==> config.mk <==
export PLATFORM = sky130hd
export DESIGN_NAME = vga_timing_gen_flat
export DESIGN_NICKNAME = d
export VERILOG_FILES = /design/src/rtl/vga_timing_gen_if.sv /design/src/rtl/vga_timing_gen.sv /design/src/flat_wrapper.sv
export SDC_FILE = /design/constraint.sdc
export NUM_CORES = 1
export LEC_CHECK = 0
export CORE_ASPECT_RATIO = 2
export CORE_MARGIN = 2
export CORE_UTILIZATION = 54
export DETAILED_ROUTE_END_ITERATION = 16
export PLACE_DENSITY = 0.9
export SYNTH_ARGS = -nofsm -noshare
export SYNTH_HDL_FRONTEND = slang
export SYNTH_SLANG_ARGS = --single-unit
==> constraint.sdc <==
create_clock -name clk -period 4.37 [get_ports clk]
set_input_delay 1.311 -clock clk [delete_from_list [all_inputs] [get_ports clk]]
set_output_delay 1.311 -clock clk [all_outputs]
set_load 0.05 [all_outputs]
==> src/rtl/vga_timing_gen_if.sv <==
// Renderer/VGA-pin bundle for vga_timing_gen: colour in, sync, colour, coordinates and strobes out.
// master = timing generator side, slave = renderer/pin side.
interface vga_timing_gen_if #(
   parameter int unsigned COORD_W = 11
);
   logic [11:0]        pixel_color;
   logic               test_mode;
   logic [3:0]         vgaRed;
   logic [3:0]         vgaGreen;
   logic [3:0]         vgaBlue;
   logic               Hsync;
   logic               Vsync;
   logic [COORD_W-1:0] XCoord;
   logic [COORD_W-1:0] YCoord;
   logic               visible;
   logic               line_start;
   logic               frame_start;
   logic               pix_en;

   modport master (
      input  pixel_color, test_mode,
      output vgaRed, vgaGreen, vgaBlue, Hsync, Vsync,
             XCoord, YCoord, visible, line_start, frame_start, pix_en
   );

   modport slave (
      output pixel_color, test_mode,
      input  vgaRed, vgaGreen, vgaBlue, Hsync, Vsync,
             XCoord, YCoord, visible, line_start, frame_start, pix_en
   );
endinterface

==> src/rtl/vga_timing_gen.sv <==
// Parametrised VGA timing generator driven by a pixel clock-enable; registered sync/colour/coord outputs.
// Optional colour-bar generator enabled by defining VGA_TEST_PATTERN_EN.
module vga_timing_gen #(
   parameter int unsigned CLK_DIV     = 2,
   parameter int unsigned H_VISIBLE   = 800,
   parameter int unsigned H_FP        = 56,
   parameter int unsigned H_SYNC      = 120,
   parameter int unsigned H_BP        = 64,
   parameter int unsigned V_VISIBLE   = 600,
   parameter int unsigned V_FP        = 37,
   parameter int unsigned V_SYNC      = 6,
   parameter int unsigned V_BP        = 23,
   parameter bit          HSYNC_POL   = 1'b0,
   parameter bit          VSYNC_POL   = 1'b0,
   parameter int unsigned COORD_SHIFT = 3,
   parameter int unsigned COORD_W     = 11
) (
   input  logic               clk,
   input  logic               rst,
   vga_timing_gen_if.master   vga
);

   localparam int unsigned H_TOTAL = H_VISIBLE + H_FP + H_SYNC + H_BP;
   localparam int unsigned V_TOTAL = V_VISIBLE + V_FP + V_SYNC + V_BP;
   localparam int unsigned DIV_W   = (CLK_DIV > 1) ? $clog2(CLK_DIV) : 1;
   // +1 so that compare constants equal to the total still fit the counter width
   localparam int unsigned HC_W    = $clog2(H_TOTAL + 1);
   localparam int unsigned VC_W    = $clog2(V_TOTAL + 1);

   logic [DIV_W-1:0]   div_q, div_d;
   logic [HC_W-1:0]    hcount_q, hcount_d;
   logic [VC_W-1:0]    vcount_q, vcount_d;
   logic               hsync_q, hsync_d;
   logic               vsync_q, vsync_d;
   logic [11:0]        rgb_q, rgb_d;
   logic [COORD_W-1:0] xcoord_q, xcoord_d;
   logic [COORD_W-1:0] ycoord_q, ycoord_d;
   logic               visible_q, visible_d;
   logic               line_start_q, line_start_d;
   logic               frame_start_q, frame_start_d;

   logic               pix_en;
   logic               in_hsync;
   logic               in_vsync;
   logic               active;
   logic [11:0]        active_rgb;

   assign pix_en   = (div_q == DIV_W'(CLK_DIV - 1));
   assign in_hsync = (hcount_q >= HC_W'(H_VISIBLE + H_FP)) &&
                     (hcount_q <  HC_W'(H_VISIBLE + H_FP + H_SYNC));
   assign in_vsync = (vcount_q >= VC_W'(V_VISIBLE + V_FP)) &&
                     (vcount_q <  VC_W'(V_VISIBLE + V_FP + V_SYNC));
   assign active   = (hcount_q < HC_W'(H_VISIBLE)) && (vcount_q < VC_W'(V_VISIBLE));

`ifdef VGA_TEST_PATTERN_EN
   localparam int unsigned BAR_W = H_VISIBLE / 8;
   logic [2:0] bar_idx;

   assign bar_idx    = 3'(hcount_q / HC_W'(BAR_W));
   assign active_rgb = vga.test_mode ? {{4{~bar_idx[2]}}, {4{~bar_idx[1]}}, {4{~bar_idx[0]}}}
                                     : vga.pixel_color;
`else
   assign active_rgb = vga.pixel_color;
`endif

   always_comb begin
      div_d         = pix_en ? '0 : div_q + 1'b1;
      hcount_d      = hcount_q;
      vcount_d      = vcount_q;
      hsync_d       = hsync_q;
      vsync_d       = vsync_q;
      rgb_d         = rgb_q;
      xcoord_d      = xcoord_q;
      ycoord_d      = ycoord_q;
      visible_d     = visible_q;
      line_start_d  = 1'b0;
      frame_start_d = 1'b0;

      if (pix_en) begin
         if (hcount_q == HC_W'(H_TOTAL - 1)) begin
            hcount_d = '0;
            vcount_d = (vcount_q == VC_W'(V_TOTAL - 1)) ? '0 : vcount_q + 1'b1;
         end else begin
            hcount_d = hcount_q + 1'b1;
         end

         // Outputs reflect the counter value present at this enable (one enable of latency)
         hsync_d       = in_hsync ? HSYNC_POL : ~HSYNC_POL;
         vsync_d       = in_vsync ? VSYNC_POL : ~VSYNC_POL;
         rgb_d         = active ? active_rgb : '0;
         visible_d     = active;
         xcoord_d      = COORD_W'(32'(hcount_q) >> COORD_SHIFT);
         ycoord_d      = COORD_W'(32'(vcount_q) >> COORD_SHIFT);
         line_start_d  = (hcount_q == '0);
         frame_start_d = (hcount_q == '0) && (vcount_q == '0);
      end
   end

   always_ff @(posedge clk or posedge rst) begin
      if (rst) begin
         div_q         <= '0;
         hcount_q      <= '0;
         vcount_q      <= '0;
         hsync_q       <= ~HSYNC_POL;
         vsync_q       <= ~VSYNC_POL;
         rgb_q         <= '0;
         xcoord_q      <= '0;
         ycoord_q      <= '0;
         visible_q     <= 1'b0;
         line_start_q  <= 1'b0;
         frame_start_q <= 1'b0;
      end else begin
         div_q         <= div_d;
         hcount_q      <= hcount_d;
         vcount_q      <= vcount_d;
         hsync_q       <= hsync_d;
         vsync_q       <= vsync_d;
         rgb_q         <= rgb_d;
         xcoord_q      <= xcoord_d;
         ycoord_q      <= ycoord_d;
         visible_q     <= visible_d;
         line_start_q  <= line_start_d;
         frame_start_q <= frame_start_d;
      end
   end

   assign vga.vgaRed      = rgb_q[11:8];
   assign vga.vgaGreen    = rgb_q[7:4];
   assign vga.vgaBlue     = rgb_q[3:0];
   assign vga.Hsync       = hsync_q;
   assign vga.Vsync       = vsync_q;
   assign vga.XCoord      = xcoord_q;
   assign vga.YCoord      = ycoord_q;
   assign vga.visible     = visible_q;
   assign vga.line_start  = line_start_q;
   assign vga.frame_start = frame_start_q;
   assign vga.pix_en      = pix_en;

endmodule

==> src/flat_wrapper.sv <==
// flat-port wrapper written by rule: the top's interface ports become plain ports
module vga_timing_gen_flat 
#(
   parameter int unsigned CLK_DIV     = 2,
   parameter int unsigned H_VISIBLE   = 800,
   parameter int unsigned H_FP        = 56,
   parameter int unsigned H_SYNC      = 120,
   parameter int unsigned H_BP        = 64,
   parameter int unsigned V_VISIBLE   = 600,
   parameter int unsigned V_FP        = 37,
   parameter int unsigned V_SYNC      = 6,
   parameter int unsigned V_BP        = 23,
   parameter bit          HSYNC_POL   = 1'b0,
   parameter bit          VSYNC_POL   = 1'b0,
   parameter int unsigned COORD_SHIFT = 3,
   parameter int unsigned COORD_W     = 11
)
  (clk, rst, vga_pixel_color, vga_test_mode, vga_vgaRed, vga_vgaGreen, vga_vgaBlue, vga_Hsync, vga_Vsync, vga_XCoord, vga_YCoord, vga_visible, vga_line_start, vga_frame_start, vga_pix_en);
  vga_timing_gen_if #(.COORD_W(COORD_W)) vga_i ();
  input  logic clk;
  input  logic rst;
  input wire logic [$bits(vga_i.pixel_color)-1:0] vga_pixel_color;
  input wire logic [$bits(vga_i.test_mode)-1:0] vga_test_mode;
  output wire logic [$bits(vga_i.vgaRed)-1:0] vga_vgaRed;
  output wire logic [$bits(vga_i.vgaGreen)-1:0] vga_vgaGreen;
  output wire logic [$bits(vga_i.vgaBlue)-1:0] vga_vgaBlue;
  output wire logic [$bits(vga_i.Hsync)-1:0] vga_Hsync;
  output wire logic [$bits(vga_i.Vsync)-1:0] vga_Vsync;
  output wire logic [$bits(vga_i.XCoord)-1:0] vga_XCoord;
  output wire logic [$bits(vga_i.YCoord)-1:0] vga_YCoord;
  output wire logic [$bits(vga_i.visible)-1:0] vga_visible;
  output wire logic [$bits(vga_i.line_start)-1:0] vga_line_start;
  output wire logic [$bits(vga_i.frame_start)-1:0] vga_frame_start;
  output wire logic [$bits(vga_i.pix_en)-1:0] vga_pix_en;
  assign vga_i.pixel_color = vga_pixel_color;
  assign vga_i.test_mode = vga_test_mode;
  assign vga_vgaRed = vga_i.vgaRed;
  assign vga_vgaGreen = vga_i.vgaGreen;
  assign vga_vgaBlue = vga_i.vgaBlue;
  assign vga_Hsync = vga_i.Hsync;
  assign vga_Vsync = vga_i.Vsync;
  assign vga_XCoord = vga_i.XCoord;
  assign vga_YCoord = vga_i.YCoord;
  assign vga_visible = vga_i.visible;
  assign vga_line_start = vga_i.line_start;
  assign vga_frame_start = vga_i.frame_start;
  assign vga_pix_en = vga_i.pix_en;
  vga_timing_gen #(.CLK_DIV(CLK_DIV), .H_VISIBLE(H_VISIBLE), .H_FP(H_FP), .H_SYNC(H_SYNC), .H_BP(H_BP), .V_VISIBLE(V_VISIBLE), .V_FP(V_FP), .V_SYNC(V_SYNC), .V_BP(V_BP), .HSYNC_POL(HSYNC_POL), .VSYNC_POL(VSYNC_POL), .COORD_SHIFT(COORD_SHIFT), .COORD_W(COORD_W)) u_core (.clk(clk), .rst(rst), .vga(vga_i));
endmodule
==> run summary <==
The worst-case IR drop observed on VDD is 0.000262 V. In the routed layout, each cell is associated on average with a via count of 5.70. The congestion estimate from routability-driven global placement came to 0.930. In the global route stage, overall resource usage came out at 0.211. The predominant post-synthesis flop cell is sky130_fd_sc_hd__dfrtp_1.

The internal portion of the total power is 0.656 mW. The number of buffers on the longest clock path is 2. The sequential share of power came out at 0.593. The delay of the slowest cell on the worst path is 810 ps. In the finished design, the share of the clock period the worst path needs comes to 0.680. The maximum number of pins on one net before global-route repair came out at 32. The horizontal extent of the die is 51.9 um. The endpoint required time on the critical path came out at 3060 ps. The initial standard-cell utilization of the core is 0.567. The die footprint is 5190 um^2. The routed wire length is 4840 um. The number of buffer and inverter stages on the critical path came out at 1. The number of standard cells after synthesis is 215. The number of enable flip-flop cells after synthesis came out at 0. TritonCTS built the clock tree. The maximum clock frequency is 0.337 GHz. The clock drives 54 sinks. The mean post-synth cell area is 11.5 um^2. The number of H-tree branching levels is 2. The number of hold buffers added after CTS was 0. The startpoint type of the worst setup path is a register. Across the run, the number of max-cap violations was 0. For the pin with the worst max-slew slack, the measured transition is 622 ps. The largest individual stage delay along the critical path comes from the cell sky130_fd_sc_hd__clkdlybuf4s50_1.

The proportion of layout cells with a drive suffix above 1 came out at 0.127. The count of input and output buffers is 46. The number of nets at the end of the flow came out at 279. The total negative slack came out at 0 ps. The normalized max-slew margin came out at 0.585. The distinct cell type count after synthesis is 41. The number of global-route vias before repair is 1771. The total congestion overflow is 0.

The standard cell core area came out at 4380 um^2. Pin placement for this block handled 55 I/O pins. The cell family contributing the most delay on the critical path is buffers and inverters. The critical-path maximum fanout is 2. The quantity of gates resized following cts came out at 0.

The total vias in the final route came out at 1783. Traced cell by cell, the critical path runs through clkdlybuf4s50_1. The detail route stage leaves a number of antenna-violating nets equal to 0. The number of antenna violations at the first check in global routing came out at 0. The wire length of the first global-routing pass came out at 8130 um. The worst setup path is captured at an output pin. In the synthesized netlist the async set-or-reset flop fraction comes to 1.00. The pre-antenna-repair detailed-routing pass consisted of 4 iterations. The HPWL after detailed placement is 3610 um. The switching component of the power came out at 0.200 mW. The clock input transition at the sequential cells of the worst setup and hold paths came out at 90 ps.

The area added between synthesis and finish came out at 22.0%. The number of hold violations in the final report is 0. The netlist area before placement is 2480 um^2. The warning count from the yosys run came out at 0. The clock reaches the later pin of the worst-skew pair after 310 ps. Hold is met by 491 ps. The run finished with clean final reports.

Post-CTS timing repair inserted 0 buffers for setup. The leakage power of the design came out at 1.42 nW. The min-delay analysis places its worst path in the category register to register.

The critical path is of the register to output pin type. The number of placed instances, taps included is 305. The data arrival time of the critical path is 1660 ps. In the routed design, unresolved DRC markers number 0.

The share of total power in combinational logic is 0.084. The synthesis-stage register bit count came out at 54. In this run the core area contains 34 standard-cell rows. The share of power burned in the clock network came out at 0.323. The number of buffers inserted during clock tree synthesis is 5. Setup violations remaining at the end of the flow were counted as 0. Of the synthesized area, sequential elements account for 0.545. The max-slew violation count came out at 0. The final period demand of the worst path is 2970 ps. Clock tree synthesis selected as its root buffer the cell sky130_fd_sc_hd__clkbuf_8. The total inserted antenna cells came out at 0. The y dimension of the die came out at 99.9 um. The fraction of power spent switching nets came out at 0.234. The count of cells in the finished layout, fillers not included, comes to 313.

Setup repair after global routing left no endpoint under its margin. The routed wirelength normalized by instance count is 15.4 um. The number of violations reported at the end of detailed-routing iteration 0 is 26. The overall power consumption came out at 0.857 mW. The power density over cell area came out at 283 nW/um^2. Between clock sinks in the finished design, the worst skew comes to 7.21 ps.
## cell families after synthesis
| family | after synthesis | share of synthesized area |
|---|---|---|
| DFF | 54 | 0.545 |
| xor gates and xnor gates | 10 | 0.0353 |
| buffers and inverters | 29 | 0.0610 |
| and+or+nand+nor | 60 | 0.144 |
| other | 1 | 0.00151 |
| muxes | 17 | 0.0761 |
| adders and majority gates | 6 | 0.0302 |
| AOI/OAI and AO/OA | 38 | 0.107 |
## flip-flops by register name, indices dropped and copies added (netlist names), 7 cells and up
name / count
u_core.hcount_q: 11
u_core.vga.YCoord: 7
u_core.vcount_q: 10
u_core.rgb_q: 12
u_core.vga.XCoord: 8
## layer usage
layer  vias up  track usage  wire length [um]
met5         -            0                 0
met4         0        0.148               235
met3        22       0.0461               173
met2        43        0.359              2650
met1       885        0.221              1780
li1        833            -                 -
## final timing paths
path | start | cells past startpoint | slack, ps | end
min in group asynchronous | rst | 2 | 1400 | u_core.vga.YCoord[5]
worst max-delay path | u_core.vga.Vsync | 1 | 1400 | vga_Vsync
worst min register to register | u_core.vga.Hsync | 2 | 490 | u_core.vga.Hsync
worst max register to register | u_core.vga.pix_en | 5 | 2340 | u_core.rgb_q[1]
worst min-delay path | u_core.vga.Hsync | 2 | 490 | u_core.vga.Hsync
max in group asynchronous | rst | 3 | 2230 | u_core.rgb_q[10]
## area by class of cell
type / count / area, um^2
Inverter: 11 / 41.3
Sequential cell: 54 / 1350
Tap cell: 54 / 67.6
Fill cell: 321 / 1350
Multi-Input combinational cell: 138 / 1000
Clock buffer: 7 / 86.3
Timing Repair Buffer: 48 / 475
Clock inverter: 1 / 5.00
## worst reg2reg max path: stages, from the launching register on
cell and delay [ps]:
sky130_fd_sc_hd__dfrtp_1 350, sky130_fd_sc_hd__buf_4 310, sky130_fd_sc_hd__inv_1 320, sky130_fd_sc_hd__nor2_1 240
sky130_fd_sc_hd__and4_1 530, sky130_fd_sc_hd__a22o_1 220
## metrics by stage
| stage | area, um^2 | setup WS [ps] | utilization |
|---|---|---|---|
| floorplan | 2500 | 1750 | - |
| global placement | 2940 | 1750 | 0.670 |
| detailed placement | 2940 | 1740 | 0.670 |
| CTS | 3030 | 1380 | 0.691 |
| global route | 3030 | 1360 | 0.691 |
| finish | 3030 | 1400 | 0.691 |
## power by group through the flow
stage / clock network [mW] / logic (mW) / registers (mW)
floorplan: 0 / 0.0298 / 0.538
global placement: 0 / 0.0723 / 0.517
detailed placement: 0 / 0.0728 / 0.518
CTS: 0.287 / 0.0733 / 0.508
global route: 0.307 / 0.0764 / 0.509
finish: 0.277 / 0.0722 / 0.508
## synth_stat cells (all sizes together), types with 6 or more instances
cell,n,share of area
nor2,8,0.012
buf,12,0.035
nand4,7,0.023
nand3,12,0.024
o21ai,10,0.020
xnor2,6,0.021
ha,6,0.030
inv,11,0.017
a22o,12,0.042
mux2,15,0.068
clkbuf,6,0.0096
nand2,12,0.018
dfrtp,52,0.52
## layout by cell type (no fill, tap or decap), types with 6 or more instances in the layout
master                             n
sky130_fd_sc_hd__dfrtp_1          52
sky130_fd_sc_hd__clkdlybuf4s50_1  46
sky130_fd_sc_hd__mux2_2           15
sky130_fd_sc_hd__a22o_1           12
sky130_fd_sc_hd__nand2_1          12
sky130_fd_sc_hd__nand3_1          12
sky130_fd_sc_hd__inv_1            10
sky130_fd_sc_hd__o21ai_0          10
sky130_fd_sc_hd__nor2_1            8
sky130_fd_sc_hd__conb_1            7
sky130_fd_sc_hd__xnor2_1           6
sky130_fd_sc_hd__ha_1              6
sky130_fd_sc_hd__clkbuf_8          6
Power figures use the tool's default switching activity.
